`src/rtl/ddr_sched_pkg.sv`:
```
// Shared definitions for the DDR burst scheduler.
// Contents: FSM state encoding, cfg_data field layout, burst size helper.
// Optional feature macro used by the top: DDR_SCHED_PERF_EN.
package ddr_sched_pkg;

  typedef enum logic [2:0] {
    ST_IDLE,
    ST_WEI_REQ,
    ST_WEI_WAIT,
    ST_FTM_REQ,
    ST_FTM_WAIT,
    ST_FIN
  } state_e;

  // cfg_data = {ftm_nb[15:0], ftm_addr[31:0], wei_nb[15:0], wei_addr[31:0]}
  localparam int CFG_W        = 96;
  localparam int CFG_ADDR_W   = 32;
  localparam int CFG_NB_W     = 16;
  localparam int WEI_ADDR_LSB = 0;
  localparam int WEI_NB_LSB   = 32;
  localparam int FTM_ADDR_LSB = 48;
  localparam int FTM_NB_LSB   = 80;

  function automatic int bytes_per_burst(input int burst_len, input int data_width);
    return burst_len * data_width / 8;
  endfunction

endpackage

```
`src/rtl/ddr_chunk_gen.sv`:
```
// Chunk generator for one DDR region (weights or feature map).
// Holds the running address, remaining burst count and round-robin unit
// select. latch_i loads a new region and clears cu_sel; advance_i consumes
// the current chunk.
// Ports: clk, rstn (async active-low), latch_i, addr_i, nb_i, advance_i,
//        chunk_o (bursts in current chunk), addr_o, cu_sel_o,
//        last_o (current chunk empties the region), empty_o (rem == 0).
module ddr_chunk_gen #(
  parameter int ADDR_WIDTH      = 32,
  parameter int UNIT_BURSTS     = 32,
  parameter int BYTES_PER_BURST = 128,
  parameter int N_CU            = 4,
  parameter int CU_W            = 2
) (
  input  logic                  clk,
  input  logic                  rstn,
  input  logic                  latch_i,
  input  logic [ADDR_WIDTH-1:0] addr_i,
  input  logic [15:0]           nb_i,
  input  logic                  advance_i,
  output logic [31:0]           chunk_o,
  output logic [ADDR_WIDTH-1:0] addr_o,
  output logic [CU_W-1:0]       cu_sel_o,
  output logic                  last_o,
  output logic                  empty_o
);

  localparam logic [31:0] UNIT = 32'(UNIT_BURSTS);
  localparam logic [31:0] BPB  = 32'(BYTES_PER_BURST);

  logic [ADDR_WIDTH-1:0] addr_q, addr_d;
  logic [15:0]           rem_q, rem_d;
  logic [CU_W-1:0]       cu_q, cu_d;
  logic [31:0]           rem_ext;
  logic [31:0]           step;

  assign rem_ext  = {16'b0, rem_q};
  assign chunk_o  = (rem_ext > UNIT) ? UNIT : rem_ext;
  // Byte step wraps with the address; no overflow reporting.
  assign step     = chunk_o * BPB;
  assign addr_o   = addr_q;
  assign cu_sel_o = cu_q;
  assign last_o   = (rem_ext <= UNIT);
  assign empty_o  = (rem_q == 16'd0);

  always_comb begin
    addr_d = addr_q;
    rem_d  = rem_q;
    cu_d   = cu_q;
    if (latch_i) begin
      addr_d = addr_i;
      rem_d  = nb_i;
      cu_d   = '0;
    end else if (advance_i) begin
      addr_d = addr_q + ADDR_WIDTH'(step);
      // chunk never exceeds rem, so its low 16 bits are the exact amount
      rem_d  = rem_q - chunk_o[15:0];
      cu_d   = (cu_q == CU_W'(N_CU - 1)) ? '0 : cu_q + CU_W'(1);
    end
  end

  always_ff @(posedge clk or negedge rstn) begin
    if (!rstn) begin
      addr_q <= '0;
      rem_q  <= '0;
      cu_q   <= '0;
    end else begin
      addr_q <= addr_d;
      rem_q  <= rem_d;
      cu_q   <= cu_d;
    end
  end

endmodule

```
`src/rtl/ddr_burst_sched.sv`:
```
// DDR read scheduler: splits a layer descriptor into weight and feature-map
// chunks, issues them to the AXI read master and steers returned AXIS beats
// round-robin to the conv-unit weight/feature buffers.
// Ports: clk, rstn (async active-low); cfg_valid/cfg_ready/cfg_data
//        descriptor input; rd_start/rd_addr/rd_nbursts/rd_done read-master
//        handshake; s_axis_* read data; wb_full/wb_suff/fb_full buffer
//        status; wb_we/fb_we/mem_di buffer writes; busy, done status.
// Optional: DDR_SCHED_PERF_EN adds perf_stall and perf_bursts counters.
module ddr_burst_sched
  import ddr_sched_pkg::*;
#(
  parameter int N_CU            = 4,
  parameter int DATA_WIDTH      = 64,
  parameter int BURST_LEN       = 16,
  parameter int ADDR_WIDTH      = 32,
  parameter int UNIT_BURSTS_WEI = 32,
  parameter int UNIT_BURSTS_FTM = 1024
) (
  input  logic                  clk,
  input  logic                  rstn,
  input  logic                  cfg_valid,
  output logic                  cfg_ready,
  input  logic [CFG_W-1:0]      cfg_data,
  output logic                  rd_start,
  output logic [ADDR_WIDTH-1:0] rd_addr,
  output logic [31:0]           rd_nbursts,
  input  logic                  rd_done,
  input  logic                  s_axis_tvalid,
  input  logic [DATA_WIDTH-1:0] s_axis_tdata,
  output logic                  s_axis_tready,
  input  logic [N_CU-1:0]       wb_full,
  input  logic                  wb_suff,
  input  logic [N_CU-1:0]       fb_full,
  output logic [N_CU-1:0]       wb_we,
  output logic [N_CU-1:0]       fb_we,
  output logic [DATA_WIDTH-1:0] mem_di,
  output logic                  busy,
  output logic                  done
`ifdef DDR_SCHED_PERF_EN
  ,
  output logic [31:0]           perf_stall,
  output logic [31:0]           perf_bursts
`endif
);

  localparam int CU_W = (N_CU > 1) ? $clog2(N_CU) : 1;
  localparam int BPB  = bytes_per_burst(BURST_LEN, DATA_WIDTH);

  state_e                state_q;
  logic                  rd_start_q;
  logic [ADDR_WIDTH-1:0] rd_addr_q;
  logic [31:0]           rd_nbursts_q;
  logic                  done_q;

  logic                  accept;
  logic                  wei_wait, ftm_wait;
  logic                  wei_full, ftm_full, hs;
  logic [31:0]           wei_chunk, ftm_chunk;
  logic [ADDR_WIDTH-1:0] wei_addr, ftm_addr;
  logic [CU_W-1:0]       wei_cu, ftm_cu;
  logic                  wei_last, ftm_last, wei_empty, ftm_empty;
  logic [15:0]           cfg_wei_nb, cfg_ftm_nb;

  assign cfg_wei_nb = cfg_data[WEI_NB_LSB +: CFG_NB_W];
  assign cfg_ftm_nb = cfg_data[FTM_NB_LSB +: CFG_NB_W];
  assign accept     = (state_q == ST_IDLE) && cfg_valid;
  assign wei_wait   = (state_q == ST_WEI_WAIT);
  assign ftm_wait   = (state_q == ST_FTM_WAIT);

  ddr_chunk_gen #(
    .ADDR_WIDTH(ADDR_WIDTH), .UNIT_BURSTS(UNIT_BURSTS_WEI),
    .BYTES_PER_BURST(BPB), .N_CU(N_CU), .CU_W(CU_W)
  ) u_wei (
    .clk(clk), .rstn(rstn), .latch_i(accept),
    .addr_i(ADDR_WIDTH'(cfg_data[WEI_ADDR_LSB +: CFG_ADDR_W])),
    .nb_i(cfg_wei_nb), .advance_i(wei_wait && rd_done),
    .chunk_o(wei_chunk), .addr_o(wei_addr), .cu_sel_o(wei_cu),
    .last_o(wei_last), .empty_o(wei_empty)
  );

  ddr_chunk_gen #(
    .ADDR_WIDTH(ADDR_WIDTH), .UNIT_BURSTS(UNIT_BURSTS_FTM),
    .BYTES_PER_BURST(BPB), .N_CU(N_CU), .CU_W(CU_W)
  ) u_ftm (
    .clk(clk), .rstn(rstn), .latch_i(accept),
    .addr_i(ADDR_WIDTH'(cfg_data[FTM_ADDR_LSB +: CFG_ADDR_W])),
    .nb_i(cfg_ftm_nb), .advance_i(ftm_wait && rd_done),
    .chunk_o(ftm_chunk), .addr_o(ftm_addr), .cu_sel_o(ftm_cu),
    .last_o(ftm_last), .empty_o(ftm_empty)
  );

  // AXIS steering: only the unit currently selected for the active region
  // may back-pressure or receive beats.
  assign wei_full      = wb_full[wei_cu];
  assign ftm_full      = fb_full[ftm_cu];
  assign s_axis_tready = (wei_wait && !wei_full) || (ftm_wait && !ftm_full);
  assign hs            = s_axis_tvalid && s_axis_tready;
  assign wb_we         = (hs && wei_wait) ? (N_CU'(1) << wei_cu) : '0;
  assign fb_we         = (hs && ftm_wait) ? (N_CU'(1) << ftm_cu) : '0;
  assign mem_di        = s_axis_tdata;

  assign cfg_ready  = (state_q == ST_IDLE);
  assign busy       = (state_q != ST_IDLE);
  assign rd_start   = rd_start_q;
  assign rd_addr    = rd_addr_q;
  assign rd_nbursts = rd_nbursts_q;
  assign done       = done_q;

  always_ff @(posedge clk or negedge rstn) begin
    if (!rstn) begin
      state_q      <= ST_IDLE;
      rd_start_q   <= 1'b0;
      rd_addr_q    <= '0;
      rd_nbursts_q <= '0;
      done_q       <= 1'b0;
    end else begin
      rd_start_q <= 1'b0;
      done_q     <= 1'b0;
      case (state_q)
        ST_IDLE: begin
          if (cfg_valid) begin
            if (cfg_wei_nb != 16'd0)      state_q <= ST_WEI_REQ;
            else if (cfg_ftm_nb != 16'd0) state_q <= ST_FTM_REQ;
            else                          state_q <= ST_FIN;
          end
        end
        ST_WEI_REQ: begin
          if (!wei_full) begin
            rd_start_q   <= 1'b1;
            rd_addr_q    <= wei_addr;
            rd_nbursts_q <= wei_chunk;
            state_q      <= ST_WEI_WAIT;
          end
        end
        // last/empty here describe the counts after this rd_done is applied
        ST_WEI_WAIT: begin
          if (rd_done) begin
            if (wei_last && ftm_empty)     state_q <= ST_FIN;
            else if (wb_suff && !ftm_empty) state_q <= ST_FTM_REQ;
            else if (!wei_last)            state_q <= ST_WEI_REQ;
            else                           state_q <= ST_FTM_REQ;
          end
        end
        ST_FTM_REQ: begin
          if (!ftm_full) begin
            rd_start_q   <= 1'b1;
            rd_addr_q    <= ftm_addr;
            rd_nbursts_q <= ftm_chunk;
            state_q      <= ST_FTM_WAIT;
          end
        end
        ST_FTM_WAIT: begin
          if (rd_done) begin
            if (wei_empty && ftm_last) state_q <= ST_FIN;
            else if (!ftm_last)        state_q <= ST_FTM_REQ;
            else                       state_q <= ST_WEI_REQ;
          end
        end
        ST_FIN: begin
          done_q  <= 1'b1;
          state_q <= ST_IDLE;
        end
        default: state_q <= ST_IDLE;
      endcase
    end
  end

`ifdef DDR_SCHED_PERF_EN
  logic [31:0] perf_stall_q, perf_bursts_q;
  logic [32:0] bursts_sum;

  assign bursts_sum  = {1'b0, perf_bursts_q} + {1'b0, rd_nbursts_q};
  assign perf_stall  = perf_stall_q;
  assign perf_bursts = perf_bursts_q;

  // Both counters saturate and restart with each accepted descriptor.
  always_ff @(posedge clk or negedge rstn) begin
    if (!rstn) begin
      perf_stall_q  <= '0;
      perf_bursts_q <= '0;
    end else if (accept) begin
      perf_stall_q  <= '0;
      perf_bursts_q <= '0;
    end else begin
      if ((wei_wait || ftm_wait) && s_axis_tvalid && !s_axis_tready &&
          (perf_stall_q != 32'hFFFF_FFFF))
        perf_stall_q <= perf_stall_q + 32'd1;
      if (rd_start_q)
        perf_bursts_q <= bursts_sum[32] ? 32'hFFFF_FFFF : bursts_sum[31:0];
    end
  end
`endif

endmodule
```
`config.mk`:
```
export PLATFORM = sky130hd
export DESIGN_NAME = ddr_burst_sched
export DESIGN_NICKNAME = d
export VERILOG_FILES = /design/src/rtl/ddr_sched_pkg.sv /design/src/rtl/ddr_chunk_gen.sv /design/src/rtl/ddr_burst_sched.sv
export SDC_FILE = /design/constraint.sdc
export NUM_CORES = 1
export LEC_CHECK = 0
export CAP_MARGIN = 15
export CORE_UTILIZATION = 43
export CTS_BUF_LIST = sky130_fd_sc_hd__clkbuf_16
export CTS_CLUSTER_SIZE = 25
export DETAILED_ROUTE_END_ITERATION = 8
export PLACE_DENSITY = 0.81
export SYNTH_ARGS = -nofsm -noshare
export SYNTH_HDL_FRONTEND = slang
export SYNTH_SLANG_ARGS = --single-unit
export TNS_END_PERCENT = 5
```
`constraint.sdc`:
```
create_clock -name clk -period 3.7 [get_ports clk]
set_clock_uncertainty 0.1 [all_clocks]
set_input_delay 0.925 -clock clk [delete_from_list [all_inputs] [get_ports clk]]
set_output_delay 0.925 -clock clk [all_outputs]
set_load 0.005 [all_outputs]
```
==> results of run 1 <==
sequential cells by signal, indices dropped and copies added, names as in the netlist, 3 cells and up:
signal,cells
rd_addr,32
rd_nbursts,16
state_q,3
u_ftm.addr_o,32
u_ftm.rem_q,16
u_wei.addr_o,32
u_wei.rem_q,16
report_power, final:
group          switching, mW  internal (mW)
registers              0.800           2.39
logic                   2.45           2.08
clock network          0.730           1.19
total                   3.98           5.65
cells in the mapped netlist (8+ instances only):
master / count / share of area (%)
a211oi_1: 12 / 0.90
a21o_1: 11 / 0.82
a21oi_1: 60 / 3.0
a221o_1: 13 / 1.3
a22oi_1: 27 / 2.0
a31oi_1: 15 / 0.94
and2_1: 33 / 2.1
and3_1: 15 / 0.94
buf_2: 10 / 0.50
buf_4: 80 / 6.0
clkbuf_1: 41 / 1.5
dfrtp_1: 153 / 38
ha_1: 42 / 5.2
inv_1: 13 / 0.49
mux2i_1: 41 / 4.1
nand2_1: 195 / 7.3
nand3_1: 21 / 1.0
nor2_1: 75 / 2.8
nor2b_1: 8 / 0.50
nor3_1: 18 / 0.90
nor3b_1: 8 / 0.60
nor4_1: 17 / 1.1
o21a_1: 9 / 0.67
o21ai_0: 106 / 5.3
xnor2_1: 14 / 1.2
xor2_1: 14 / 1.2
cells by family after synthesis:
family | after synthesis | share of synthesized area [%]
and+or+nand+nor | 426 | 20.1
AOI/OAI and AO/OA | 306 | 19.5
DFF | 153 | 38.2
buffers and inverters | 150 | 9.11
muxes | 46 | 4.88
adders and majority gates | 44 | 5.65
xor gates and xnor gates | 28 | 2.45
other | 2 | 0.0750
cell type report:
type,instances,area [µm²]
Clock buffer,17,425
Clock inverter,15,206
Fill cell,1997,10300
Inverter,13,48.8
Multi-Input combinational cell,883,5520
Sequential cell,153,3830
Tap cell,285,357
Timing Repair Buffer,212,2070
critical path: stages:
cell and delay [ns]:
dlygate4sd2_1 0.23, mux4_2 0.51, buf_6 0.15, nor3b_4 0.23
and2_1 0.15, clkdlybuf4s50_1 0.49
repair_timing:
item                       CTS  global route
setup endpoints to repair    9            24
hold endpoints to repair     0             0
hold buffers                 0             0
buffers inserted             3             2
resized for setup           24            36
pin swaps                    8             9
layer usage:
| metal | wire length, µm | vias to the layer above |
|---|---|---|
| met5 | 0 | - |
| met4 | 799 | 0 |
| met3 | 2310 | 70 |
| met2 | 13700 | 396 |
| met1 | 12100 | 4334 |
| li1 | - | 4251 |
worst min-delay path by stage:
stage	start	end
after floorplan	u_wei.addr_o[0]$_DFFE_PN0P_	u_wei.addr_o[0]$_DFFE_PN0P_
after global placement	u_wei.addr_o[2]$_DFFE_PN0P_	u_wei.addr_o[2]$_DFFE_PN0P_
after detailed placement	u_wei.addr_o[5]$_DFFE_PN0P_	u_wei.addr_o[5]$_DFFE_PN0P_
after CTS	u_wei.addr_o[5]$_DFFE_PN0P_	u_wei.addr_o[5]$_DFFE_PN0P_
after global routing	rd_nbursts[15]$_DFFE_PN0P_	rd_nbursts[15]$_DFFE_PN0P_
final	rd_nbursts[8]$_DFFE_PN0P_	rd_nbursts[8]$_DFFE_PN0P_
==> results.yml, run 1 <==
critical_path:
  rrSetupSlack_ns: 0.12
  cp-startpoint: "fb_full[3]"
  cp.required_ns: 2.67
  r2r_cells: 11
  path_class: "input port to primary output"
  critPathArrivalTime_ns: 2.68
  reg2reg_from: "u_wei.rem_q[2]$_DFFE_PN0P_"
  setup.worst_path.end_class: "primary output"
  cp-endpoint: "fb_we[2]"
  worst_setup_path_start_kind: "input port"
  r2r_end: "u_wei.addr_o[28]$_DFFE_PN0P_"
  path_max_fanout: 4
grt:
  busiest_layer: "met2"
  overflow: 0
  met2_usage_pct: 38.9
  grt_pass1_wl_um: 45000
  grt_pass1_vias: 8757
  met1_usage_pct: 31.2
  grt_max_degree: 75
  grt_use_met3_pct: 5.13
  grt_usage_pct: 23.9
  grt_antenna_before_repair: 0
layout:
  final_cell_mix: "194 x nand2_1, 153 x dfrtp_1, 153 x clkdlybuf4s50_1, 104 x o21ai_0, 74 x nor2_1"
  finish.utilization_pct: 54.8
  drive_above_1_share_pct: 9.44
  layoutNonFillerInstCount: 1578
  antenna_cells: 0
  mostFrequentLayoutCell: "nand2_1"
  nets: 1498
  area_delta_synth_final_pct: 24.3
  finalInstanceArea_um2: 12500
sta:
  min_period_ns: 3.71
  slew_headroom_pct: 29.2
  finalHoldViolations: 0
  rsz0062_at_grt: "yes"
  slew_viol_final: 0
  worst_slack_ns: -0.00676
  holdWs_ns: 0.375
  finalCritPeriodShare_pct: 100
  tightest_slew_ns: 1.06
  fmax_ghz: 0.270
  setup_viol: 1
  finalSetupTns_ns: -0.00676
pwr:
  finalPower_mw: 9.63
  power_density_nw_per_um2: 773
  vdd_drop_max_uv: 432
  cellLeakagePower_nw: 5.56
drt:
  via_per_inst: 5.74
  wire_per_inst_um: 18.3
  vias: 9051
  drt_wl_total_um: 28800
  ant_nets: 0
  drt_iter0_markers: 742
  drc: 0
  dr.pass1.iters: 5
die:
  die_area_um2: 23900
  start_util_pct: 44.1
  die_x_um: 155
  core_area_um2: 22700
  die_y_um: 155
  num_rows: 55
  ios: 315
synthesis:
  synth-edff-count: 0
  synth.yosys.seq_area_share_pct: 38.2
  yosys_warnings: 0
  synthCells: 1155
  syn_area_um2: 10000
  synth_seq_cells: 153
  synth_cell_types: 73
  synthArstFlopShare_pct: 100
  synthFlopType: "dfrtp_1"
  avgSynthCellArea_um2: 8.67
clock_tree:
  cts_tree: "yes"
  cts-root-buf: "clkbuf_16"
  cts_max_level: 4
  clk_latency_ns: 0.43
  cts_buffers: 17
  cts.sinks: 153
  cts.path.max_buffers: 2
  clk_pin_slew_worst_paths_ns: 0.06
run_status:
  violations: "setup timing"
  status: "finished with violations"
hold_path:
  hp-class: "flip-flop to flip-flop"
  whs_path_depth: 2
placement:
  dp_cells: 1541
  hpwl_um: 20500
  placed_area_um2: 11700
  gp_congestion: 0.914
  dp_slack_ns: -0.418
  port_buffers: 170
run:
  cap_violations: 0
Note: power is estimated with default switching activity, not from simulation.
==> run 2: changes to the inputs <==
- CORE_UTILIZATION: 43 -> 30
- PLACE_DENSITY: 0.81 -> 0.61
- SETUP_SLACK_MARGIN: unset -> 0.3
==> run 2 against run 1 <==
Against the previous run: the run now ends clean; cell area up 2.5%; clock-buffer cell count unchanged; highest routed layer unchanged; sequential power about the same; via count down 2.6%; global-route usage down 5.8 points; final cell count up 11%; sequential cell count unchanged; clock power down 4%.
==> results.yml, run 2 (synthesized netlist as in run 1, its figures left out) <==
drt:
  vias: 8816
  drt_wl_total_um: 30500
  via_per_inst: 5.03
  drt_iter0_markers: 566
  wire_per_inst_um: 17.4
  drc: 0
  ant_nets: 0
  dr.pass1.iters: 6
layout:
  drive_above_1_share_pct: 11.1
  final_cell_mix: "194 x nand2_1, 156 x clkdlybuf4s50_1, 152 x dfrtp_1, 105 x o21ai_0, 75 x nor2_1"
  antenna_cells: 0
  nets: 1517
  fillers: 3348
  area_delta_synth_final_pct: 27.4
  mostFrequentLayoutCell: "nand2_1"
grt:
  grt_antenna_before_repair: 0
  grt_pass1_vias: 8590
  grt_pass1_wl_um: 47400
  overflow: 0
  grt_usage_pct: 18.1
  grt_max_degree: 75
pwr:
  vdd_drop_max_uv: 335
  power_density_nw_per_um2: 757
  finalPower_mw: 9.66
  cellLeakagePower_nw: 5.57
critical_path:
  r2r_cells: 12
  r2r_end: "u_ftm.addr_o[17]$_DFFE_PN0P_"
  path_max_fanout: 4
  cp.buffers_inverters: 3
  cp.required_ns: 2.67
  worstPathCellList: "buf_6 -> mux4_2 -> nor3b_2 -> a21oi_1 -> nor2_1 -> buf_4 -> and3_4 -> and2_4 -> buf_6"
  crit_top_cell: "buf_6"
  reg2reg_from: "u_ftm.rem_q[7]$_DFFE_PN0P_"
  setup.worst_path.end_class: "primary output"
  worst_setup_path_start_kind: "input port"
  path_class: "input port to primary output"
  cp-startpoint: "fb_full[3]"
  critPathArrivalTime_ns: 2.49
  slowest_stage: "mux4_2"
  max_stage_delay_ns: 0.53
  rrSetupSlack_ns: 0.21
  cp_top_family: "simple AND/OR/NAND/NOR gates"
die:
  die_y_um: 185
  die_area_um2: 34100
  die_x_um: 185
  ios: 315
  num_rows: 66
  start_util_pct: 30.6
  core_area_um2: 32700
clock_tree:
  clk_latency_ns: 0.43
  cts_max_level: 4
  cts.sinks: 153
  clk_pin_slew_worst_paths_ns: 0.07
  cts_hold_buf: 0
  cts.path.max_buffers: 2
  cts-root-buf: "clkbuf_16"
  cts_buffers: 17
  cts_tree: "yes"
sta:
  min_period_ns: 3.52
  slew_viol_final: 0
  slew_headroom_pct: 41.7
  finalCritPeriodShare_pct: 95.1
  finalSetupTns_ns: 0
  finalHoldViolations: 0
  fmax_ghz: 0.284
  setup_viol: 0
  rsz0062_at_grt: "yes"
  tightest_slew_ns: 0.871
placement:
  hpwl_um: 22700
  port_buffers: 170
  gp_congestion: 0.890
run:
  cap_violations: 0
hold_path:
  hp-class: "input port to asynchronous set/reset pin"
run_status:
  status: "finished, final reports clean"
## run 2: how the worst max path moves through the flow
stage | depth (start not counted) | slack (ns) | to
2_1_floorplan | 13 | 0.33 | u_ftm.addr_o[23]$_DFFE_PN0P_
3_3_place_gp | 8 | -0.38 | wb_we[3]
3_5_place_dp | 8 | -0.44 | wb_we[1]
4_1_cts | 9 | 0.20 | wb_we[1]
5_1_grt | 13 | 0.01 | u_ftm.addr_o[24]$_DFFE_PN0P_
6_report | 9 | 0.18 | wb_we[1]
## run 2: what timing repair did
| action | 4_1_cts | 5_1_grt |
|---|---|---|
| pin swaps | 16 | 11 |
| setup endpoints to repair | 29 | 35 |
| gates resized for setup | 54 | 14 |
| buffers inserted | 6 | 1 |
## run 2: per-stage QoR
| stage | worst slack (ns) | util [%] | std cells | area (µm²) | hold WS, ns |
|---|---|---|---|---|---|
| finish | 0.181 | 39.0 | 1752 | 12800 | 0.321 |
| global route | 0.00976 | 39.0 | 1752 | 12800 | 0.344 |
| CTS | 0.198 | 38.8 | 1751 | 12700 | 0.349 |
| detailed placement | -0.438 | 36.6 | 1715 | 12000 | 0.363 |
| global placement | -0.376 | 36.6 | 1715 | 12000 | 0.359 |
| floorplan | 0.327 | - | 1186 | 10200 | 0.345 |
## run 2: final cells by class
type	instances	area [µm²]	area share [%]
clock buffer	17	425	3.33
clock inverter	13	165	1.29
inverter	13	48.8	0.382
multi-input combinational	883	5590	43.8
sequential	153	3830	30.0
tap	442	553	4.33
timing repair buffer	231	2150	16.9
## run 2: layer usage
metal | up-vias | wire length [µm] | GRT usage, %
met3 | 43 | 1650 | 3.68
met5 | - | 0 | 0
met2 | 240 | 14400 | 29.8
met4 | 0 | 753 | 6.55
li1 | 4285 | - | -
met1 | 4248 | 13600 | 23.5
## run 2: where the power goes
part	leakage, nW	switching (mW)	internal (mW)
Combinational	3.36	2.51	2.15
Sequential	1.91	0.769	2.39
Clock	0.301	0.728	1.11
Total	5.57	4.01	5.65
==> run 3: changes to the inputs <==
- CORE_MARGIN: unset -> 2
==> run 3 against run 2 <==
Against the previous run: global-route usage down 0.61 points; critical endpoint is now fb_we[3]; maximum frequency shrank 1.4%; clock-buffer cell count stayed put; final cell count fell by 0.17%; sequential share of layout area up 0.088 points; critical path type unchanged; first-iteration DRC count is 19% lower; largest power group unchanged.
==> results.yml, run 3 (synthesized netlist as in run 1, its figures left out) <==
run_status:
  status: "finished, final reports clean"
die:
  num_rows: 66
  die_area_um2: 34900
  core_area_um2: 32700
  die_x_um: 187
  ios: 315
  die_y_um: 187
  start_util_pct: 30.6
critical_path:
  cp-startpoint: "fb_full[3]"
  path_class: "input port to primary output"
  worst_setup_path_start_kind: "input port"
  r2r_cells: 13
  reg2reg_from: "u_ftm.rem_q[9]$_DFFE_PN0P_"
  r2r_end: "u_ftm.addr_o[17]$_DFFE_PN0P_"
  cp-endpoint: "fb_we[3]"
  slowest_stage: "mux4_2"
  cp.required_ns: 2.67
  max_stage_delay_ns: 0.53
  rrSetupSlack_ns: 0.23
  critPathArrivalTime_ns: 2.54
  worstPathCellList: "dlygate4sd2_1 -> mux4_2 -> nor3b_4 -> and2_1 -> clkdlybuf4s50_1"
  path_max_fanout: 4
  setup.worst_path.end_class: "primary output"
clock_tree:
  clk_latency_ns: 0.44
  cts_max_level: 4
  cts.path.max_buffers: 2
  cts_buffers: 17
  cts.sinks: 153
  cts-root-buf: "clkbuf_16"
  cts_tree: "yes"
  clk_pin_slew_worst_paths_ns: 0.06
layout:
  layoutNonFillerInstCount: 1749
  area_delta_synth_final_pct: 27.0
  final_cell_mix: "194 x nand2_1, 155 x clkdlybuf4s50_1, 153 x dfrtp_1, 105 x o21ai_0, 73 x nor2_1"
  nets: 1512
  antenna_cells: 0
  fillers: 3322
  mostFrequentLayoutCell: "nand2_1"
  drive_above_1_share_pct: 10.3
sta:
  slew_headroom_pct: 43.8
  finalHoldViolations: 0
  tightest_slew_ns: 0.841
  rsz0062_at_grt: "yes"
  min_period_ns: 3.57
  finalSetupTns_ns: 0
  slew_viol_final: 0
  fmax_ghz: 0.280
  finalCritPeriodShare_pct: 96.4
  setup_viol: 0
grt:
  grt_antenna_before_repair: 0
  grt_max_degree: 94
  grt_usage_pct: 17.5
  overflow: 0
  grt_pass1_wl_um: 48400
  grt_pass1_vias: 8771
hold_path:
  whs_path_depth: 2
  hp-class: "flip-flop to flip-flop"
drt:
  drt_wl_total_um: 30400
  dr.pass1.iters: 5
  wire_per_inst_um: 17.4
  via_per_inst: 5.00
  ant_nets: 0
  drc: 0
  drt_iter0_markers: 460
  vias: 8750
pwr:
  power_density_nw_per_um2: 760
  cellLeakagePower_nw: 5.56
  vdd_drop_max_uv: 357
run:
  cap_violations: 0
placement:
  dp_cells: 1710
  gp_congestion: 0.860
  hpwl_um: 22300
  port_buffers: 170
-- run 3: changes by cell type in the layout (fill, tap and decap cells not counted), sizes merged --
cell and delta:
clkinvlp +1, inv +2, clkdlybuf4s50 -1, buf -10
clkbuf +1, clkinv -1, dlygate4sd2 +5
-- run 3: what timing repair did --
| action | CTS | global route |
|---|---|---|
| resized for setup | 31 | 18 |
| pin swaps | 11 | 8 |
| setup buffers | 1 | 6 |
| hold buffers | 0 | 0 |
| setup endpoints to repair | 30 | 37 |
| cloned | 0 | 0 |
-- run 3: worst min-delay path by stage --
stage                                startpoint                          end
global placement    u_wei.addr_o[4]$_DFFE_PN0P_  u_wei.addr_o[4]$_DFFE_PN0P_
detailed placement  u_wei.addr_o[0]$_DFFE_PN0P_  u_wei.addr_o[0]$_DFFE_PN0P_
CTS                 u_wei.addr_o[0]$_DFFE_PN0P_  u_wei.addr_o[0]$_DFFE_PN0P_
floorplan           u_wei.addr_o[0]$_DFFE_PN0P_  u_wei.addr_o[0]$_DFFE_PN0P_
finish              u_ftm.addr_o[4]$_DFFE_PN0P_  u_ftm.addr_o[4]$_DFFE_PN0P_
global route        u_wei.addr_o[4]$_DFFE_PN0P_  u_wei.addr_o[4]$_DFFE_PN0P_
-- run 3: stage by stage --
step / total power, mW / area, µm² / hold WS [ns] / util (%) / setup slack [ns]
after floorplan: 6.00 / 10200 / 0.345 / - / 0.327
final: 9.66 / 12700 / 0.374 / 38.9 / 0.132
after global routing: 10.5 / 12700 / 0.396 / 38.9 / 0.0682
after CTS: 9.63 / 12600 / 0.380 / 38.5 / 0.117
after global placement: 7.57 / 12000 / 0.359 / 36.6 / -0.374
after detailed placement: 7.66 / 12000 / 0.362 / 36.6 / -0.414
-- run 3: per-layer routing --
| layer | global-route usage, % | up-vias | wire [µm] |
|---|---|---|---|
| li1 | - | 4277 | - |
| met1 | 22.7 | 4187 | 13700 |
| met2 | 29.1 | 244 | 14500 |
| met3 | 3.27 | 42 | 1540 |
| met4 | 6.68 | 0 | 699 |
| met5 | 0 | - | 0 |
-- run 3: cell type report --
class / instances / area (µm²) / share of cell area, %
multi-input cells: 883 / 5540 / 43.6
flip-flops and latches: 153 / 3830 / 30.1
repair buffers: 226 / 2130 / 16.7
well taps: 442 / 553 / 4.35
clock buffers: 17 / 425 / 3.34
clock inverters: 15 / 198 / 1.55
inverters: 13 / 48.8 / 0.384
-- run 3: power by group --
group / total [mW] / internal (mW) / switching, mW
clock: 1.91 / 1.13 / 0.774
combinational: 4.58 / 2.12 / 2.46
sequential: 3.18 / 2.39 / 0.788
total: 9.66 / 5.64 / 4.02
-- run 3: critical path, delay by kind of cell --
family                 cells  cell delay [ns]
buffers and inverters      2             0.72
muxes                      1             0.53
and+or+nand+nor            2             0.37
